File: src/rtl/npn_eval_pipe.sv
// Two-stage NPN-transformed truth-table evaluator with drain-then-commit
// reconfiguration and a saturating result counter.
module npn_eval_pipe #(
  parameter int N_IN  = 4,
  parameter int CNT_W = 16,
  localparam int TT_W = 2**N_IN
) (
  input  logic              clk,
  input  logic              rst_n,
  input  logic              i_cfg_we,
  input  logic [TT_W-1:0]   i_cfg_tt,
  input  logic [3*N_IN-1:0] i_cfg_perm,
  input  logic [N_IN-1:0]   i_cfg_neg_in,
  input  logic              i_cfg_neg_out,
  output logic              o_cfg_ack,
  output logic              o_cfg_err,
  input  logic              i_in_valid,
  output logic              o_in_ready,
  input  logic [N_IN-1:0]   i_in_x,
  output logic              o_out_valid,
  input  logic              i_out_ready,
  output logic              o_out_y,
  output logic [CNT_W-1:0]  o_eval_cnt,
  output logic              o_busy
);

  typedef enum logic [1:0] {ST_RUN, ST_DRAIN, ST_COMMIT} state_t;

  state_t              r_state;
  logic [TT_W-1:0]     r_tt;
  logic [3*N_IN-1:0]   r_perm;
  logic [N_IN-1:0]     r_neg_in;
  logic                r_neg_out;
  logic                r_cfg_ack;
  logic                r_cfg_err;
  logic                r_s1_valid;
  logic [N_IN-1:0]     r_s1_p;
  logic                r_s2_valid;
  logic                r_s2_y;
  logic [CNT_W-1:0]    r_eval_cnt;

  logic                w_busy;
  logic                w_s1_adv;
  logic                w_out_xfer;
  logic                w_in_ready;
  logic                w_in_xfer;
  logic                w_cfg_ok;
  logic                w_commit_ok;
  logic [7:0]          w_x_ext;
  logic [N_IN-1:0]     w_p;

  assign w_busy      = r_s1_valid | r_s2_valid;
  assign w_out_xfer  = r_s2_valid & i_out_ready;
  assign w_s1_adv    = r_s1_valid & (~r_s2_valid | i_out_ready);
  assign w_in_ready  = ~i_cfg_we & (~r_s1_valid | w_s1_adv);
  assign w_in_xfer   = i_in_valid & w_in_ready;
  assign w_commit_ok = (r_state == ST_COMMIT) & w_cfg_ok;

  // Zero-extended so a 3-bit perm field always indexes inside the vector.
  always_comb begin
    w_x_ext = 8'(i_in_x);
    w_p     = '0;
    for (int i = 0; i < N_IN; i++) begin
      w_p[i] = w_x_ext[r_perm[3*i +: 3]] ^ r_neg_in[i];
    end
  end

  always_comb begin
    w_cfg_ok = 1'b1;
    for (int i = 0; i < N_IN; i++) begin
      if (i_cfg_perm[3*i +: 3] >= 3'(N_IN)) w_cfg_ok = 1'b0;
    end
  end

  always_ff @(posedge clk or negedge rst_n) begin
    if (!rst_n) begin
      r_s1_valid <= 1'b0;
      r_s1_p     <= '0;
      r_s2_valid <= 1'b0;
      r_s2_y     <= 1'b0;
    end else begin
      if (w_in_xfer) begin
        r_s1_valid <= 1'b1;
        r_s1_p     <= w_p;
      end else if (w_s1_adv) begin
        r_s1_valid <= 1'b0;
      end
      if (w_s1_adv) begin
        r_s2_valid <= 1'b1;
        r_s2_y     <= r_tt[r_s1_p] ^ r_neg_out;
      end else if (w_out_xfer) begin
        r_s2_valid <= 1'b0;
      end
    end
  end

  // The requester keeps cfg_we high during the ack/err cycle, so RUN ignores it then.
  always_ff @(posedge clk or negedge rst_n) begin
    if (!rst_n) begin
      r_state   <= ST_RUN;
      r_cfg_ack <= 1'b0;
      r_cfg_err <= 1'b0;
      r_tt      <= '0;
      r_neg_in  <= '0;
      r_neg_out <= 1'b0;
      for (int i = 0; i < N_IN; i++) r_perm[3*i +: 3] <= 3'(i);
    end else begin
      r_cfg_ack <= 1'b0;
      r_cfg_err <= 1'b0;
      case (r_state)
        ST_RUN: begin
          if (i_cfg_we && !r_cfg_ack && !r_cfg_err)
            r_state <= w_busy ? ST_DRAIN : ST_COMMIT;
        end
        ST_DRAIN: begin
          if (!w_busy) r_state <= ST_COMMIT;
        end
        ST_COMMIT: begin
          if (w_cfg_ok) begin
            r_tt      <= i_cfg_tt;
            r_perm    <= i_cfg_perm;
            r_neg_in  <= i_cfg_neg_in;
            r_neg_out <= i_cfg_neg_out;
            r_cfg_ack <= 1'b1;
          end else begin
            r_cfg_err <= 1'b1;
          end
          r_state <= ST_RUN;
        end
        default: r_state <= ST_RUN;
      endcase
    end
  end

  always_ff @(posedge clk or negedge rst_n) begin
    if (!rst_n) begin
      r_eval_cnt <= '0;
    end else if (w_commit_ok) begin
      r_eval_cnt <= '0;
    end else if (w_out_xfer && (r_eval_cnt != {CNT_W{1'b1}})) begin
      r_eval_cnt <= r_eval_cnt + 1'b1;
    end
  end

  assign o_cfg_ack   = r_cfg_ack;
  assign o_cfg_err   = r_cfg_err;
  assign o_in_ready  = w_in_ready;
  assign o_out_valid = r_s2_valid;
  assign o_out_y     = r_s2_y;
  assign o_eval_cnt  = r_eval_cnt;
  assign o_busy      = w_busy;

endmodule

File: config.mk
export PLATFORM = sky130hd
export DESIGN_NAME = npn_eval_pipe
export DESIGN_NICKNAME = d
export VERILOG_FILES = /design/src/rtl/npn_eval_pipe.sv
export SDC_FILE = /design/constraint.sdc
export NUM_CORES = 1
export LEC_CHECK = 0
export ABC_AREA = 1
export BUFFER_PORTS_ARGS = -buffer_cell sky130_fd_sc_hd__clkbuf_2
export CAP_MARGIN = 20
export CORE_MARGIN = 4
export CORE_UTILIZATION = 25
export CTS_CLUSTER_DIAMETER = 100
export DETAILED_ROUTE_END_ITERATION = 7
export GPL_ROUTABILITY_DRIVEN = 0
export PLACE_DENSITY = 0.45
export SLEW_MARGIN = 20
export SYNTH_ARGS = -nofsm -noshare
export SYNTH_HDL_FRONTEND = slang
export SYNTH_SLANG_ARGS = --single-unit
export TNS_END_PERCENT = 20
File: constraint.sdc
create_clock -name clk -period 2.25 [get_ports clk]
set_input_delay 0 -clock clk [delete_from_list [all_inputs] [get_ports clk]]
set_output_delay 0 -clock clk [all_outputs]
set_load 0.05 [all_outputs]
==> out/metrics.csv, run 1 <==
stage,metric,value,unit
floorplanning,Die Wd,118,um
floorplanning,initial core utilization,26.0,%
placed_design,Final HPWL DP,5.74,mm
routing,DR iter-0 viols,133,
pwr,Pwr Density,1120,nW/um2
floorplanning,# IOs,64,
cells_and_area,share of layout cells above drive strength 1,21.0,%
cells_and_area,Filler cells,1218,
cts,CTS Buf Count,9,
cells_and_area,final core utilization,35.7,%
sta,Setup Viol. Count Final,0,
critical_path,worst-path fanout max,11,
synth,Cell variety after synth,32,
synth,"area leader, netlist",dfrtp_1,
routing,Post-DRT Antenna Nets,0,
synth,dominant cells by area after synthesis,"dfrtp_1 46%, nand2_1 17%, inv_1 5.6%",
cts,"Clk Latency, worst-skew pair",320,ps
critical_path,CP startpoint,o_eval_cnt[1]$_DFFE_PN0P_,
global_route,GRT Total Usage,11.9,%
cts,clock tree buffer depth,2,
floorplanning,die area,13900,um2
critical_path,Critical Path Start Type,register,
cells_and_area,"Area growth, synth to finish",37.3,%
sta,final period utilization,79.1,%
placed_design,post-placement cell area,3520,um2
cells_and_area,Final Cell Area,4160,um2
routing,DRC viols,0,
critical_path,CP Capture Type,register,
routing,DR WL/cell,12.1,um
critical_path,worst r2r dst,o_eval_cnt[8]$_DFFE_PN0P_,
cells_and_area,Sequential Area,1510,um2
floorplanning,FP Rows,39,
synth,Synth Flop Type,dfrtp_1,
synth,Yosys warnings,0,
sta,max-slew violations,0,
sta,slew margin rel.,74.1,%
floorplanning,die height,118,um
synth,"FFs w/ async S/R, synth",100,%
sta,Worst Tran Pin Value,386,ps
pwr,leak pwr,2.07,nW
global_route,first-pass GRT wire length,13.6,mm
critical_path,Required @ worst endpoint,2480,ps
routing,vias per cell,4.28,
sta,final worst slack,471,ps
critical_path,reg-to-reg startpoint,o_eval_cnt[1]$_DFFE_PN0P_,
synth,Mapped Cells,389,
critical_path,crit path kind,register to register,
sta,Max Fclk,562,MHz
cells_and_area,n_diodes,0,
pwr,Peak VDD IR,0.447,mV
sta,unrepaired setup endpoints after global routing,false,
floorplanning,Std-Cell Core Area,11700,um2
routing,Pre-antenna DRT Iters,4,
cts,H-tree depth,3,
cts,CTS Root Buffer Type,clkbuf_16,
critical_path,Reg2Reg Depth,9,
status,status,completed,
global_route,largest net degree at the start of global routing,36,
critical_path,"Arr. time, crit path",2010,ps
sta,hold violation count in the final report,0,
synth,Synth Net Count,432,
cts,CTS tree,built,
synth,"Cell Area, Synth",3030,um2
synth,Post-synth EDFFs,0,
sta,Setup TNS,0,ps
synth,most instantiated library cell after synthesis,nand2_1,
worst_hold_path,Hold Crit Class,primary input to register,
cts,"Setup Fix Bufs, Post-CTS",0,
job,max-cap viol count,0,
synth,Post-Syn Area per Cell,7.79,um2
cells_and_area,nets,537,
placed_design,port buffer count,63,
global_route,Overflow after GRT,0,
sta,Clock Skew,3.32,ps
global_route,initial antenna violation count,0,
critical_path,reg-to-reg setup timing slack,470,ps
critical_path,Setup crit end,o_eval_cnt[8]$_DFFE_PN0P_,
cts,clock sinks,60,
synth,Yosys reg bits,60,
synth,Commonest cells post-synth,"138 x nand2_1, 56 x dfrtp_1, 45 x inv_1, 26 x nor2_1, 26 x o21ai_0",
synth,sequential element share of the synthesized area,49.7,%
worst_hold_path,worst hold stages,3,
routing,final WL,7.79,mm
placed_design,dpl ws,468,ps
cells_and_area,area occupied by multi-input gates,1290,um2
sta,Final min period,1780,ps
cts,Worst-path clk slew,50,ps
routing,DR vias,2747,
synth,Synth top area share,46.2,%
global_route,vias in the first global route,2820,
-- routing by layer --
metal | track usage [%] | routed length, um | vias up
li1 | - | - | 1441
met1 | 16.3 | 3960 | 1239
met2 | 18.8 | 3420 | 57
met3 | 2.31 | 292 | 10
met4 | 4.62 | 117 | 0
met5 | 0 | 0 | -
-- where the power goes --
group | leakage, nW | switching (mW) | total (mW) | internal (mW)
logic | 1.19 | 1.02 | 1.51 | 0.497
registers | 0.729 | 0.300 | 1.78 | 1.48
clock network | 0.142 | 0.508 | 1.37 | 0.861
total | 2.07 | 1.82 | 4.66 | 2.84
-- worst max-delay path: stages, from the launching register on --
cell and delay [ps]:
dfrtp_1 400, ha_1 250, nand3_2 140, nor3_4 170, nand3_2 90, nand2_2 240
nand2_4 150, clkinv_4 120, nand2_1 60, o31ai_1 60
-- cell usage in the layout, fill, tap and decap left out, types with 3 or more instances in the layout --
cell type      synthesis  layout
nand2_1              138     138
clkbuf_2               0      63
dfrtp_1               56      56
inv_1                 45      45
dlygate4sd3_1          0      34
nor2_1                26      26
o21ai_0               26      26
nand3_1               24      24
o21ai_1                9       9
clkbuf_16              0       9
xor2_1                 8       8
nor3_1                 7       7
nand4_1                6       6
buf_4                  0       6
a21oi_1                4       4
o211ai_1               4       4
dfstp_2                4       4
nand3_2                3       3
nor3_2                 3       3
clkinv_4               1       3
-- sequential cells by signal, summed over array words and instances (netlist names) --
register,count
o_eval_cnt,16
r_tt,16
r_perm,12
r_neg_in,4
r_s1_p,4
r_state,2
o_cfg_ack,1
o_cfg_err,1
o_out_valid,1
o_out_y,1
r_neg_out,1
r_s1_valid,1
-- final cells by class --
class | instances | share of cell area [%]
clock buffers | 9 | 5.41
flip-flops and latches | 60 | 36.2
inverters | 48 | 4.51
repair buffers | 103 | 16.8
multi-input cells | 272 | 30.9
clock inverters | 7 | 1.83
well taps | 143 | 4.30
-- how the worst min path moves through the flow --
stage                    start                      to
global route        i_in_valid  r_s1_valid$_DFFE_PN0P_
detailed placement       rst_n     o_cfg_err$_DFF_PN0_
CTS                 i_in_valid  r_s1_valid$_DFFE_PN0P_
finish              i_in_valid  r_s1_valid$_DFFE_PN0P_
global placement         rst_n     o_cfg_err$_DFF_PN0_
floorplan                rst_n     o_cfg_ack$_DFF_PN0_
-- stage by stage --
| step | hold WS (ps) | instances | total power [mW] |
|---|---|---|---|
| finish | 73.7 | 642 | 4.66 |
| global route | 147 | 642 | 5.04 |
| CTS | 76.2 | 642 | 4.74 |
| global placement | -53.4 | 592 | 3.26 |
| detailed placement | -54.9 | 592 | 3.28 |
| floorplan | -296 | 389 | 2.86 |
-- repair_timing --
action | CTS | global route
hold buffers | 34 | 0
resized for setup | 0 | 0
hold endpoints to repair | 45 | 0
-- cells by family (layout without fill, tap and decap cells) --
kind of cell,Yosys count,after routing,synth area share (%)
AOI/OAI and AO/OA,50,50,9.25
xor gates and xnor gates,9,9,2.60
adders and majority gates,1,1,0.413
buffers and inverters,57,167,7.84
DFF,60,60,49.7
and+or+nand+nor,212,212,30.2
No activity file was read; power rests on OpenSTA's default activity.
==> run 2: changes to the inputs <==
--- a/config.mk
+++ b/config.mk
@@ -5,7 +5,7 @@
 export SDC_FILE = /design/constraint.sdc
 export NUM_CORES = 1
 export LEC_CHECK = 0
-export ABC_AREA = 1
+export ABC_AREA = 0
 export BUFFER_PORTS_ARGS = -buffer_cell sky130_fd_sc_hd__clkbuf_2
 export CAP_MARGIN = 20
 export CORE_MARGIN = 4
==> constraint.sdc (replaced) <==
create_clock -name clk -period 1.8 [get_ports clk]
set_input_delay 0 -clock clk [delete_from_list [all_inputs] [get_ports clk]]
set_output_delay 0 -clock clk [all_outputs]
set_load 0.05 [all_outputs]
==> run 2 against run 1 <==
  * Register-to-register slack lost 390 ps
  * Synthesized cell count shrank 28%
  * Core utilization grew 0.57 points
  * First-iteration DRC count shrank 41%
  * Wire length shrank 14%
  * Worst hold slack lost 47 ps
  * Setup slack lost 390 ps
  * Clock skew grew 1.6 ps
  * Flip-flop and latch count is the same
  * Combinational power shrank 17%
  * Cell count shrank 18%
==> out/metrics.csv, run 2 <==
stage,metric,value,unit
status,status,completed,
sta,WHS,26.6,ps
cells_and_area,n_diodes,0,
sta,slew margin rel.,74.4,%
sta,final period utilization,95.3,%
cts,CTS Root Buffer Type,clkbuf_16,
critical_path,Critical Path Start Type,register,
sta,Worst Tran Pin Value,380,ps
floorplanning,initial core utilization,26.0,%
critical_path,worst-path fanout max,9,
cts,"Clk Latency, worst-skew pair",320,ps
cells_and_area,final core utilization,36.3,%
pwr,Pwr Density,1260,nW/um2
synth,"area leader, netlist",dfrtp_1,
global_route,Overflow after GRT,0,
global_route,GRT Total Usage,11.3,%
sta,Max Fclk,583,MHz
synth,"FFs w/ async S/R, synth",100,%
pwr,Switching Fraction,31.1,%
global_route,initial antenna violation count,0,
cells_and_area,share of layout cells above drive strength 1,31.4,%
worst_hold_path,Hold Crit Class,primary input to register,
synth,Commonest cells post-synth,"100 x nand2_1, 56 x dfrtp_1, 17 x xnor2_1, 16 x nor2_1",
placed_design,dpl ws,90.8,ps
synth,Cell variety after synth,38,
cells_and_area,nets,426,
critical_path,CP startpoint,o_eval_cnt[0]$_DFFE_PN0P_,
sta,final worst slack,84.8,ps
pwr,sw power,1.57,mW
cts,clock sinks,60,
floorplanning,# IOs,64,
pwr,Peak VDD IR,0.434,mV
job,max-cap viol count,0,
cells_and_area,"Area growth, synth to finish",39.7,%
sta,Final min period,1720,ps
synth,Post-Syn Area per Cell,10.2,um2
routing,DR iter-0 viols,79,
sta,Setup TNS,0,ps
sta,hold violation count in the final report,0,
pwr,Clk pwr share,36.0,%
routing,DRC viols,0,
synth,Synth Flop Type,dfrtp_1,
critical_path,"Arr. time, crit path",1930,ps
floorplanning,Die Wd,115,um
global_route,largest net degree at the start of global routing,61,
synth,"Cell Area, Synth",2860,um2
synth,Mapped Cells,280,
routing,DR vias,2280,
pwr,sequential share of power,39.1,%
synth,Post-synth EDFFs,0,
synth,most instantiated library cell after synthesis,nand2_1,
cells_and_area,Filler cells,1131,
routing,DR WL/cell,12.7,um
synth,sequential element share of the synthesized area,52.6,%
cts,CTS Buf Count,9,
routing,Pre-antenna DRT Iters,4,
floorplanning,Std-Cell Core Area,11000,um2
sta,unrepaired setup endpoints after global routing,false,
cts,clock tree buffer depth,2,
pwr,leak pwr,1.91,nW
cts,Worst-path clk slew,60,ps
placed_design,placed insts,482,
floorplanning,die area,13200,um2
global_route,vias in the first global route,2376,
placed_design,port buffer count,63,
cells_and_area,Finished Layout Cells,528,
floorplanning,die height,115,um
critical_path,Required @ worst endpoint,2010,ps
synth,Synth Net Count,323,
critical_path,CP Capture Type,register,
global_route,first-pass GRT wire length,11.7,mm
worst_hold_path,hold path start,i_cfg_perm[8],
placed_design,Final HPWL DP,4.64,mm
pwr,combinational share of power,24.9,%
synth,dominant cells by area after synthesis,"dfrtp_1 49%, nand2_1 13%, mux4_2 6.3%",
synth,Yosys warnings,0,
pwr,cell internal pwr,3.48,mW
critical_path,crit path kind,register to register,
sta,Clock Skew,4.90,ps
cts,CTS tree,built,
routing,Post-DRT Antenna Nets,0,
routing,vias per cell,4.32,
routing,final WL,6.69,mm
critical_path,reg-to-reg startpoint,o_eval_cnt[0]$_DFFE_PN0P_,
sta,max-slew violations,0,
sta,Setup Viol. Count Final,0,
cells_and_area,"commonest non-fill, non-tap cell in the layout",nand2_1,
cells_and_area,most frequent cells in the layout,"100 x nand2_1, 63 x clkbuf_2, 53 x dfrtp_1",
floorplanning,FP Rows,38,
synth,Synth top area share,49.0,%
synth,Yosys reg bits,60,
cts,H-tree depth,3,
run 2: changes by cell type after synthesis, moves of 9 or more:
cell / before / now
inv_1: 45 / 2
nand2_1: 138 / 100
o21ai_0: 26 / 5
nand3_1: 24 / 4
xnor2_1: 1 / 17
nor2_1: 26 / 16
o21ai_1: 9 / 0
run 2: worst max-delay path, stage by stage (launching register included):
cell	delay, ps
dfrtp_2	400
ha_2	200
and3_1	200
and3_4	230
a2111oi_4	360
xnor2_1	170
nor2_2	40
run 2: cells by family after synthesis:
family,synth area share (%)
AO/OA/AOI/OAI,6.99
adder cells (fa/ha/maj),0.437
buffers and inverters,2.88
flip-flops,52.6
AND/OR/NAND/NOR,24.2
multiplexers,7.69
XOR/XNOR,5.20
run 2: worst paths after layout:
kind	to	slack (ps)	depth (start not counted)
worst min register to register	o_cfg_err$_DFF_PN0_	450	1
min in group asynchronous	o_eval_cnt[5]$_DFFE_PN0P_	200	3
worst max-delay path	o_eval_cnt[5]$_DFFE_PN0P_	80	6
max in group asynchronous	r_perm[10]$_DFFE_PN1N_	1250	3
worst min-delay path	o_cfg_err$_DFF_PN0_	30	3
worst max register to register	o_eval_cnt[5]$_DFFE_PN0P_	80	6
run 2: per-layer routing:
metal	vias up	wire length, um	GRT usage [%]
li1	1130	-	-
met1	1091	3120	15.1
met2	49	3170	17.7
met3	10	267	2.26
met4	0	137	4.93
met5	-	0	0
run 2: area by class of cell:
class / count / area [um2] / share of cell area [%]
sequential: 60 / 1510 / 37.8
tap: 140 / 175 / 4.38
multi-input combinational: 207 / 1290 / 32.2
clock inverter: 7 / 91.3 / 2.28
inverter: 3 / 13.8 / 0.344
clock buffer: 9 / 225 / 5.63
timing repair buffer: 102 / 696 / 17.4
run 2: metrics by stage:
stage          total power, mW  cell area, um2
2_1_floorplan             2.85            2880
3_3_place_gp              3.21            3380
3_5_place_dp              3.23            3380
4_1_cts                   5.14            4000
5_1_grt                   5.37            4000
6_report                  5.05            4000
run 2: timing repair:
action / CTS / global route
endpoints found under the hold margin: 89 / 0
hold buffers: 30 / 0
setup endpoints to repair: 0 / 1
setup buffers: 0 / 0
gates resized for setup: 0 / 1
run 2: power groups by stage:
| stage | Clock [mW] | Combinational [mW] | Sequential (mW) |
|---|---|---|---|
| after global routing | 1.93 | 1.41 | 2.04 |
| after floorplan | 0 | 0.667 | 2.18 |
| after detailed placement | 0 | 1.23 | 2.00 |
| final | 1.82 | 1.26 | 1.97 |
| after global placement | 0 | 1.20 | 2.00 |
| after CTS | 1.87 | 1.28 | 1.98 |
